### src/rtl/muldiv_pkg.sv
// Shared definitions for the iterative multiply/divide unit: op encodings,
// FSM state encoding and the iteration-counter width helper.
package muldiv_pkg;

   typedef enum logic [1:0] {
      OP_MULT  = 2'b00,
      OP_MULTU = 2'b01,
      OP_DIV   = 2'b10,
      OP_DIVU  = 2'b11
   } op_e;

   typedef enum logic [1:0] {
      ST_IDLE = 2'b00,
      ST_PREP = 2'b01,
      ST_RUN  = 2'b10,
      ST_FIX  = 2'b11
   } state_e;

   localparam int DEF_WIDTH = 32;

   // Counter must be able to hold 0..WIDTH.
   function automatic int cnt_width(input int w);
      return $clog2(w + 1);
   endfunction

endpackage

### src/rtl/muldiv_core.sv
// Iterative datapath: one shift-add (multiply) or one restoring-division
// step per cycle on a 2*WIDTH accumulator, plus the iteration counter.
// Accumulator layout: multiply {product_hi, product_lo}; divide {remainder, quotient}.
module muldiv_core
   import muldiv_pkg::*;
#(
   parameter int WIDTH = DEF_WIDTH
) (
   input  logic               clk,
   input  logic               rst,
   input  logic               load,
   input  logic               step,
   input  logic               is_div,
   input  logic [WIDTH-1:0]   opa,
   input  logic [WIDTH-1:0]   opb,
   output logic [2*WIDTH-1:0] acc,
   output logic               last
);

   localparam int CW = cnt_width(WIDTH);

   logic [2*WIDTH-1:0] acc_q, acc_d;
   logic [WIDTH-1:0]   dsr_q, dsr_d;
   logic [CW-1:0]      cnt_q, cnt_d;

   logic [WIDTH:0]     mul_sum;
   logic [WIDTH:0]     rem_sh;
   logic [WIDTH:0]     rem_diff;

   // Next-state of accumulator, operand register and counter.
   always_comb begin
      acc_d    = acc_q;
      dsr_d    = dsr_q;
      cnt_d    = cnt_q;
      mul_sum  = {1'b0, acc_q[2*WIDTH-1:WIDTH]};
      rem_sh   = {acc_q[2*WIDTH-1:WIDTH], acc_q[WIDTH-1]};
      rem_diff = rem_sh - {1'b0, dsr_q};
      if (load) begin
         acc_d = {{WIDTH{1'b0}}, opa};
         dsr_d = opb;
         cnt_d = '0;
      end else if (step) begin
         cnt_d = cnt_q + 1'b1;
         if (is_div) begin
            if (rem_sh >= {1'b0, dsr_q})
               acc_d = {rem_diff[WIDTH-1:0], acc_q[WIDTH-2:0], 1'b1};
            else
               acc_d = {rem_sh[WIDTH-1:0], acc_q[WIDTH-2:0], 1'b0};
         end else begin
            if (acc_q[0])
               mul_sum = {1'b0, acc_q[2*WIDTH-1:WIDTH]} + {1'b0, dsr_q};
            acc_d = {mul_sum, acc_q[WIDTH-1:1]};
         end
      end
   end

   // Datapath registers.
   always_ff @(posedge clk or posedge rst) begin
      if (rst) begin
         acc_q <= '0;
         dsr_q <= '0;
         cnt_q <= '0;
      end else begin
         acc_q <= acc_d;
         dsr_q <= dsr_d;
         cnt_q <= cnt_d;
      end
   end

   assign acc  = acc_q;
   assign last = (cnt_q == CW'(WIDTH - 1));

endmodule

### src/rtl/muldiv_hilo.sv
// Multiply/divide unit with HI/LO registers: FSM, sign handling,
// result fix-up and HI/LO write priority (FIX result beats MTHI/MTLO).
module muldiv_hilo
   import muldiv_pkg::*;
#(
   parameter int WIDTH = DEF_WIDTH
) (
   input  logic             clk,
   input  logic             rst,
   input  logic             start,
   input  logic [1:0]       op,
   input  logic [WIDTH-1:0] a,
   input  logic [WIDTH-1:0] b,
   input  logic             wena_hi,
   input  logic             wena_lo,
   input  logic [WIDTH-1:0] hi_in,
   input  logic [WIDTH-1:0] lo_in,
   output logic             busy,
   output logic             done,
   output logic [WIDTH-1:0] hi_out,
   output logic [WIDTH-1:0] lo_out
);

   state_e           state_q, state_d;
   op_e              op_q, op_d;
   logic [WIDTH-1:0] a_q, a_d, b_q, b_d;
   logic [WIDTH-1:0] hi_q, hi_d, lo_q, lo_d;
   logic             sign_a_q, sign_a_d, sign_b_q, sign_b_d;
   logic             dbz_q, dbz_d;
   logic             done_q, done_d;

   logic             is_signed, is_div;
   logic [WIDTH-1:0] mag_a, mag_b;
   logic             core_load, core_step, core_last;
   logic [2*WIDTH-1:0] core_acc;
   logic [2*WIDTH-1:0] prod;
   logic [WIDTH-1:0] quo, rem, res_hi, res_lo;

   assign is_signed = (op_q == OP_MULT) || (op_q == OP_DIV);
   assign is_div    = (op_q == OP_DIV)  || (op_q == OP_DIVU);

   muldiv_core #(.WIDTH(WIDTH)) u_core (
      .clk    (clk),
      .rst    (rst),
      .load   (core_load),
      .step   (core_step),
      .is_div (is_div),
      .opa    (mag_a),
      .opb    (mag_b),
      .acc    (core_acc),
      .last   (core_last)
   );

   // Operand magnitudes fed to the core during PREP.
   always_comb begin
      mag_a = a_q;
      mag_b = b_q;
      if (is_signed && a_q[WIDTH-1]) mag_a = -a_q;
      if (is_signed && b_q[WIDTH-1]) mag_b = -b_q;
   end

   // Sign correction and divide-by-zero override of the raw core result.
   always_comb begin
      prod = core_acc;
      quo  = core_acc[WIDTH-1:0];
      rem  = core_acc[2*WIDTH-1:WIDTH];
      if (op_q == OP_MULT && (sign_a_q ^ sign_b_q)) prod = -core_acc;
      if (op_q == OP_DIV) begin
         if (sign_a_q ^ sign_b_q) quo = -core_acc[WIDTH-1:0];
         if (sign_a_q)            rem = -core_acc[2*WIDTH-1:WIDTH];
      end
      if (is_div) begin
         res_hi = rem;
         res_lo = quo;
         if (dbz_q) begin
            res_hi = a_q;
            res_lo = '1;
         end
      end else begin
         res_hi = prod[2*WIDTH-1:WIDTH];
         res_lo = prod[WIDTH-1:0];
      end
   end

   // FSM next-state, operand capture and HI/LO write priority.
   always_comb begin
      state_d   = state_q;
      op_d      = op_q;
      a_d       = a_q;
      b_d       = b_q;
      sign_a_d  = sign_a_q;
      sign_b_d  = sign_b_q;
      dbz_d     = dbz_q;
      done_d    = 1'b0;
      core_load = 1'b0;
      core_step = 1'b0;
      hi_d      = wena_hi ? hi_in : hi_q;
      lo_d      = wena_lo ? lo_in : lo_q;
      case (state_q)
         ST_IDLE: begin
            if (start) begin
               op_d    = op_e'(op);
               a_d     = a;
               b_d     = b;
               state_d = ST_PREP;
            end
         end
         ST_PREP: begin
            sign_a_d  = is_signed & a_q[WIDTH-1];
            sign_b_d  = is_signed & b_q[WIDTH-1];
            dbz_d     = is_div && (b_q == '0);
            core_load = 1'b1;
            state_d   = ST_RUN;
         end
         ST_RUN: begin
            core_step = 1'b1;
            if (core_last) state_d = ST_FIX;
         end
         ST_FIX: begin
            hi_d    = res_hi;
            lo_d    = res_lo;
            done_d  = 1'b1;
            state_d = ST_IDLE;
         end
         default: state_d = ST_IDLE;
      endcase
   end

   // Control and architectural registers.
   always_ff @(posedge clk or posedge rst) begin
      if (rst) begin
         state_q  <= ST_IDLE;
         op_q     <= OP_MULT;
         a_q      <= '0;
         b_q      <= '0;
         sign_a_q <= 1'b0;
         sign_b_q <= 1'b0;
         dbz_q    <= 1'b0;
         done_q   <= 1'b0;
         hi_q     <= '0;
         lo_q     <= '0;
      end else begin
         state_q  <= state_d;
         op_q     <= op_d;
         a_q      <= a_d;
         b_q      <= b_d;
         sign_a_q <= sign_a_d;
         sign_b_q <= sign_b_d;
         dbz_q    <= dbz_d;
         done_q   <= done_d;
         hi_q     <= hi_d;
         lo_q     <= lo_d;
      end
   end

   assign busy   = (state_q != ST_IDLE);
   assign done   = done_q;
   assign hi_out = hi_q;
   assign lo_out = lo_q;

endmodule

### config.mk
export PLATFORM = sky130hd
export DESIGN_NAME = muldiv_hilo
export DESIGN_NICKNAME = d
export VERILOG_FILES = /design/src/rtl/muldiv_pkg.sv /design/src/rtl/muldiv_core.sv /design/src/rtl/muldiv_hilo.sv
export SDC_FILE = /design/constraint.sdc
export NUM_CORES = 1
export LEC_CHECK = 0
export CAP_MARGIN = 20
export CORE_UTILIZATION = 48
export CTS_CLUSTER_DIAMETER = 80
export DETAILED_ROUTE_END_ITERATION = 6
export GPL_ROUTABILITY_DRIVEN = 0
export PLACE_DENSITY = 0.8
export SLEW_MARGIN = 30
export SYNTH_ARGS = -nofsm -noshare
export SYNTH_HDL_FRONTEND = slang
export SYNTH_SLANG_ARGS = --single-unit
### constraint.sdc
create_clock -name clk -period 13.9 [get_ports clk]
set_input_delay 2.085 -clock clk [delete_from_list [all_inputs] [get_ports clk]]
set_output_delay 2.085 -clock clk [all_outputs]
set_load 0.05 [all_outputs]
==> summary.md, run 1 <==
| Metric | Value |
|---|---|
| Initial Util | `48.7%` |
| N_diodes | `0` |
| Count of buffering cells on the critical path with inverters included | `3` |
| CP most frequent cell | `sky130_fd_sc_hd__inv_1` |
| Shortest clock period the worst path allows after layout | `4.40 ns` |
| Die outline width | `197 um` |
| Pin count of the biggest net entering global routing | `about 100` |
| All-layer global routing usage | `29.4%` |
| Total CTS buffers | `29` |
| Worst setup endpoint | `busy` |
| Setup clock skew after layout | `0.0168 ns` |
| DRC Markers | `22` |
| Register area share after synthesis | `32.5%` |
| First-pass GRT wire length | `91000 um` |
| Routed length per placed instance | `20.6 um` |
| CTS tree | `yes` |
| Run status | `finished, violations left` |
| Area of the core region | `37700 um^2` |
| Critical path launch point | `state_q[0]` |
| Worst setup slack for register-to-register paths | `9.85 ns` |
| Antenna violations before repair | `0` |
| Total stage count of the critical path | `4` |
| Fin nets | `2512` |
| Category of the worst setup path launch point | `flop` |
| HPWL reported at the end of detailed placement | `42400 um` |
| H-tree levels | `1` |
| Data required, critical path | `11.81 ns` |
| Post-Syn Area per Cell | `8.27 um^2` |
| Area Growth Syn to Fin | `17.0%` |
| Sinks on the clock net | `238` |
| Die Y-Extent | `197 um` |
| Cell type of the slowest stage on the worst timing path | `sky130_fd_sc_hd__clkdlybuf4s50_1` |
| Arrival time reported for the critical path endpoint | `2.31 ns` |
| GRT overflow | `0` |
| RSZ-0062 raised after global routing | `no` |
| Cells taking the most area after synthesis | `sky130_fd_sc_hd__dfrtp_1 (32%), sky130_fd_sc_hd__a21oi_1 (6.5%), sky130_fd_sc_hd__xnor2_1 (5.6%)` |
| Normalized max-slew margin | `between 30% and 40%` |
| Top cells by count, synth | `sky130_fd_sc_hd__a21oi_1 (239), sky130_fd_sc_hd__dfrtp_1 (238), sky130_fd_sc_hd__nor2_1 (190), sky130_fd_sc_hd__nand2_1 (178), sky130_fd_sc_hd__o21ai_0 (141)` |
| Gate Count Post-Synth | `around 2.2k` |
| Primary flip-flop cell chosen by synthesis mapping | `sky130_fd_sc_hd__dfrtp_1` |
| Initial DRT Pass Iterations | `7` |
| Launch point of the worst reg-to-reg path | `u_core.acc[40]` |
| Max cap viols | `0` |
| R2R Path End | `u_core.acc[35]` |
| Count of flip-flops with a built-in enable after synthesis | `0` |
| Via count of the first global-routing pass | `16.4k` |
| Post-synthesis instance area | `approximately 18000 um^2` |
| Asr flop ratio synth | `100%` |
| Max incr delay on CP | `0.79 ns` |
| Hold Fails Final Rpt | `0` |
| Setup total negative slack | `0 ns` |
| Vias per Instance | `around 6.3` |
| Final cycle utilization of the critical path | `31.6%` |
| Iteration-0 DRC count of the detailed router | `roughly 2.7k` |
| Most used standard cell by instance count after synthesis | `sky130_fd_sc_hd__a21oi_1` |
| Clock edge transition at the registers on the reported setup and hold paths | `0.06 ns` |
| Number of gates given a new drive strength after cts | `0` |
| Ratio of cells with drive above 1 in the final layout | `8.01%` |
| Sort of element at the end of the critical path | `output port` |
| Number of warnings printed during yosys synthesis | `0` |
| Boundary pin count | `between 200 and 250` |
| Final number of max-transition violations | `0` |
| Total of flip-flops plus latches after synthesis | `238` |
| Worst hold path type | `reg2reg` |
| Total via count after detailed routing | `17.8k` |
| Portion of synthesized cell area occupied by the leading cell type | `32.5%` |
| Row count | `about 70` |
| DRT antenna net count | `0` |
| Failing checks | `design-rule violations` |
| CTS root buf | `sky130_fd_sc_hd__clkbuf_16` |
| Critical Path Fanout Max | `4` |
| Hold-fix buffer count after cts | `0` |
| Gate family responsible for the most delay along the worst path | `buffers and inverters` |
| Library cell occupying the most area in the post-synthesis netlist | `sky130_fd_sc_hd__dfrtp_1` |
| Port Buf Inserts | `200` |
| Pin slew with the least headroom to its limit | `1.02 ns` |
| Number of buffers inserted to repair setup after CTS | `0` |
| Maximum buffer depth of the clock tree | `3` |
| Critical path cell sequence | `inv_1 -> ha_1 -> inv_1 -> clkdlybuf4s50_1` |
| Die Footprint | `roughly 39000 um^2` |
| Final wirelength | `58400 um` |
| Clock insertion delay at the later pin of the skew report | `0.57 ns` |
| Syn nets | `2428` |
| Critical path start-end classification | `reg2out` |
| Number of distinct library cells after synthesis | `85` |
| Final number of setup-violating endpoints | `0` |
| R2r worst-path depth | `11` |
| Maximum frequency from static timing analysis | `227 MHz` |
[layout by cell type (no fill, tap or decap), types with 56 or more instances in the layout]
cell,n
sky130_fd_sc_hd__a21oi_1,239
sky130_fd_sc_hd__dfrtp_1,237
sky130_fd_sc_hd__clkdlybuf4s50_1,198
sky130_fd_sc_hd__nor2_1,189
sky130_fd_sc_hd__nand2_1,177
sky130_fd_sc_hd__o21ai_0,141
sky130_fd_sc_hd__xnor2_1,117
sky130_fd_sc_hd__inv_1,104
sky130_fd_sc_hd__mux2_2,81
sky130_fd_sc_hd__ha_1,72
sky130_fd_sc_hd__a211oi_1,69
sky130_fd_sc_hd__nor2b_1,59
sky130_fd_sc_hd__xor2_1,56
[worst min path at each step]
| stage | startpoint | to | slack [ns] | cells after the start |
|---|---|---|---|---|
| after floorplan | u_core.cnt_q[0] | u_core.cnt_q[0] | 0.48 | 1 |
| after global placement | u_core.cnt_q[0] | u_core.cnt_q[0] | 0.49 | 1 |
| after detailed placement | u_core.cnt_q[0] | u_core.cnt_q[0] | 0.50 | 1 |
| after CTS | u_core.cnt_q[0] | u_core.cnt_q[0] | 0.51 | 1 |
| after global routing | u_core.cnt_q[0] | u_core.cnt_q[0] | 0.56 | 1 |
| final | u_core.cnt_q[0] | u_core.cnt_q[0] | 0.51 | 1 |
[registers in the layout (all words and copies together), names as in the netlist, 2 cells and up]
name	count
state_q	2
u_core.cnt_q	6
op_q	2
u_core.dsr_q	32
hi_out	32
lo_out	32
u_core.acc	64
a_q	32
b_q	32
[logic make-up after synthesis]
logic type	Yosys count	synth area share [%]
buffers and inverters	268	5.60
AND/OR/NAND/NOR	635	16.8
adder cells (fa/ha/maj)	76	5.27
AO/OA/AOI/OAI	697	23.9
XOR/XNOR	173	8.27
multiplexers	130	7.66
flip-flops	238	32.5
[final cells by class]
type / instances / area, um^2
Fill cell: 3345 / 16200
Inverter: 107 / 409
Multi-Input combinational cell: 1711 / 11400
Tap cell: 511 / 639
Clock buffer: 40 / 827
Clock inverter: 11 / 109
Timing Repair Buffer: 214 / 2120
Sequential cell: 238 / 5960
[metal layers]
| layer | GRT usage, % | share of wire, % | routed length, um |
|---|---|---|---|
| met1 | 40.6 | 41 | 23700 |
| met2 | 44.5 | 42 | 24700 |
| met3 | 5.62 | 12 | 7040 |
| met4 | 13.0 | 5.0 | 2890 |
| met5 | 0 | 0 | 0 |
[stage by stage]
| step | utilization [%] | hold slack [ns] | setup slack, ns | cell area [um^2] | cells |
|---|---|---|---|---|---|
| after floorplan | - | 0.478 | 5.28 | 18300 | 2217 |
| after global placement | 54.4 | 0.493 | 9.74 | 20500 | 2780 |
| after detailed placement | 54.4 | 0.501 | 9.70 | 20500 | 2780 |
| after CTS | 56.9 | 0.508 | 9.49 | 21400 | 2831 |
| after global routing | 57.0 | 0.558 | 9.42 | 21500 | 2832 |
| final | 57.0 | 0.509 | 9.50 | 21500 | 2832 |
Power of run 1 is not shown: default switching activity piles up to over one toggle a cycle in this logic, so the estimate is an artifact.
==> run 2: changes to the inputs <==
clock period = 4.6 ns   (was 13.9 ns; I/O delays follow)
==> summary.md, run 2 (synthesis gave the netlist of run 1 again) <==
| Metric | Value |
|---|---|
| First-pass GRT wire length | `91900 um` |
| RSZ-0062 raised after global routing | `no` |
| Post-Place Setup Slack | `0.837 ns` |
| Storage element area | `5960 um^2` |
| Critical path start-end classification | `reg2reg` |
| Arrival time reported for the critical path endpoint | `4.44 ns` |
| Vias per Instance | `6.23` |
| HPWL reported at the end of detailed placement | `43400 um` |
| H-tree levels | `1` |
| Maximum frequency from static timing analysis | `251 MHz` |
| Footprint of the multi-input gates | `roughly 11000 um^2` |
| Hold-fix buffer count after cts | `0` |
| Boundary pin count | `around 200` |
| Shortest clock period the worst path allows after layout | `3.99 ns` |
| Fin nets | `2522` |
| Category of the worst setup path launch point | `flop` |
| Final wirelength | `59100 um` |
| Cell type of the slowest stage on the worst timing path | `sky130_fd_sc_hd__o21a_1` |
| Run status | `completed` |
| Gate family responsible for the most delay along the worst path | `compound AO/OA/AOI/OAI gates` |
| Area of the core region | `around 38000 um^2` |
| Iteration-0 DRC count of the detailed router | `2315` |
| Final cycle utilization of the critical path | `86.7%` |
| Setup total negative slack | `0 ns` |
| Via count of the first global-routing pass | `16.7k` |
| GRT overflow | `0` |
| Final number of max-transition violations | `0` |
| Ratio of cells with drive above 1 in the final layout | `8.45%` |
| Count of buffering cells on the critical path with inverters included | `0` |
| Worst hold path type | `reg2reg` |
| Initial Util | `48.7%` |
| Total CTS buffers | `27` |
| Final number of setup-violating endpoints | `0` |
| Sinks on the clock net | `238` |
| Area Growth Syn to Fin | `17.8%` |
| Max incr delay on CP | `between 0.8 and 0.9 ns` |
| Hold Fails Final Rpt | `0` |
| CTS tree | `yes` |
| Maximum buffer depth of the clock tree | `3` |
| Data required, critical path | `about 5.1 ns` |
| Sort of element at the end of the critical path | `flop` |
| Count of filler cells inserted in the layout | `3334` |
| Clock edge transition at the registers on the reported setup and hold paths | `about 0.06 ns` |
| Row count | `slightly above 70` |
| Die Y-Extent | `197 um` |
| Port Buf Inserts | `200` |
| Setup clock skew after layout | `0.0102 ns` |
| DRT antenna net count | `0` |
| Normalized max-slew margin | `between 30% and 40%` |
| Die outline width | `~200 um` |
| Number of gates given a new drive strength after cts | `0` |
| All-layer global routing usage | `a little under 30%` |
| Routed length per placed instance | `20.8 um` |
| Total via count after detailed routing | `17.7k` |
| Commonest cells after routing, fill and taps aside | `sky130_fd_sc_hd__a21oi_1 (239), sky130_fd_sc_hd__dfrtp_1 (237), sky130_fd_sc_hd__clkdlybuf4s50_1 (198), sky130_fd_sc_hd__nor2_1 (189), sky130_fd_sc_hd__nand2_1 (177)` |
| N_diodes | `0` |
| Pin count of the biggest net entering global routing | `between 100 and 150` |
| Max cap viols | `0` |
| Most common cell after layout, fill and taps aside | `sky130_fd_sc_hd__a21oi_1` |
| Die Footprint | `39000 um^2` |
| Number of buffers inserted to repair setup after CTS | `0` |
| Initial DRT Pass Iterations | `6` |
| CTS root buf | `sky130_fd_sc_hd__clkbuf_16` |
| Clock insertion delay at the later pin of the skew report | `approximately 0.57 ns` |
| Pin slew with the least headroom to its limit | `slightly below 1 ns` |
| Critical path cell sequence | `ha_1 -> nor2b_1 -> o31a_1 -> a21o_1 -> o21ai_1 -> a31oi_1 -> nor3_1 -> o21a_1 -> nand2_1 -> and3_1 -> o41ai_1` |
| Critical Path Fanout Max | `22` |
| Final worst-path setup slack | `a little over 0.6 ns` |
| DRC Markers | `0` |
| Largest register FFs | `64` |
| Antenna violations before repair | `0` |
==> run 2: cell types whose count changed in the layout (fill, tap and decap cells not counted), moves of 2 or more <==
| cell | previous run | this run |
|---|---|---|
| sky130_fd_sc_hd__clkbuf_16 | 29 | 27 |
| sky130_fd_sc_hd__bufinv_16 | 1 | 5 |
| sky130_fd_sc_hd__clkbuf_1 | 5 | 2 |
| sky130_fd_sc_hd__buf_4 | 13 | 25 |
| sky130_fd_sc_hd__inv_8 | 3 | 0 |
==> run 2: final timing paths <==
path | start | slack, ns | depth (start not counted) | end
max | u_core.acc[32] | 0.61 | 11 | u_core.acc[43]
min reg2reg | hi_out[25] | 0.51 | 2 | hi_out[25]
max in group asynchronous | rst | 2.99 | 3 | b_q[30]
min in group asynchronous | rst | 0.59 | 2 | hi_out[17]
min | hi_out[25] | 0.51 | 2 | hi_out[25]
max reg2reg | u_core.acc[32] | 0.61 | 11 | u_core.acc[43]
==> run 2: cell type report <==
cell class / instances / area share (%)
inverters: 107 / 1.88
repair buffers: 226 / 10.3
flip-flops and latches: 238 / 27.6
multi-input cells: 1711 / 52.7
clock inverters: 12 / 0.962
well taps: 511 / 2.96
clock buffers: 36 / 3.61
==> run 2: per-layer routing <==
| layer | wire length, um | vias to the layer above | global-route usage (%) |
|---|---|---|---|
| li1 | - | 8157 | - |
| met1 | 23900 | 8309 | 40.3 |
| met2 | 25500 | 1068 | 45.8 |
| met3 | 7090 | 171 | 6.85 |
| met4 | 2610 | 0 | 12.3 |
| met5 | 0 | - | 0 |
==> run 2: worst reg2reg max path: cells and delay by family (launching register included) <==
family                     cells  cell delay (ns)
AOI/OAI and AO/OA              6             2.06
adders and majority gates      1             0.39
DFF                            1             0.51
and+or+nand+nor                4             0.91
==> run 2: per-stage QoR <==
stage | hold slack [ns] | utilization [%] | instances | cell area [um^2]
after global placement | 0.491 | 54.7 | 2793 | 20600
final | 0.511 | 57.3 | 2841 | 21600
after floorplan | 0.478 | - | 2217 | 18300
after CTS | 0.501 | 57.3 | 2841 | 21600
after global routing | 0.527 | 57.3 | 2841 | 21600
after detailed placement | 0.488 | 54.7 | 2793 | 20600
Power of run 2 is left out for the same reason.
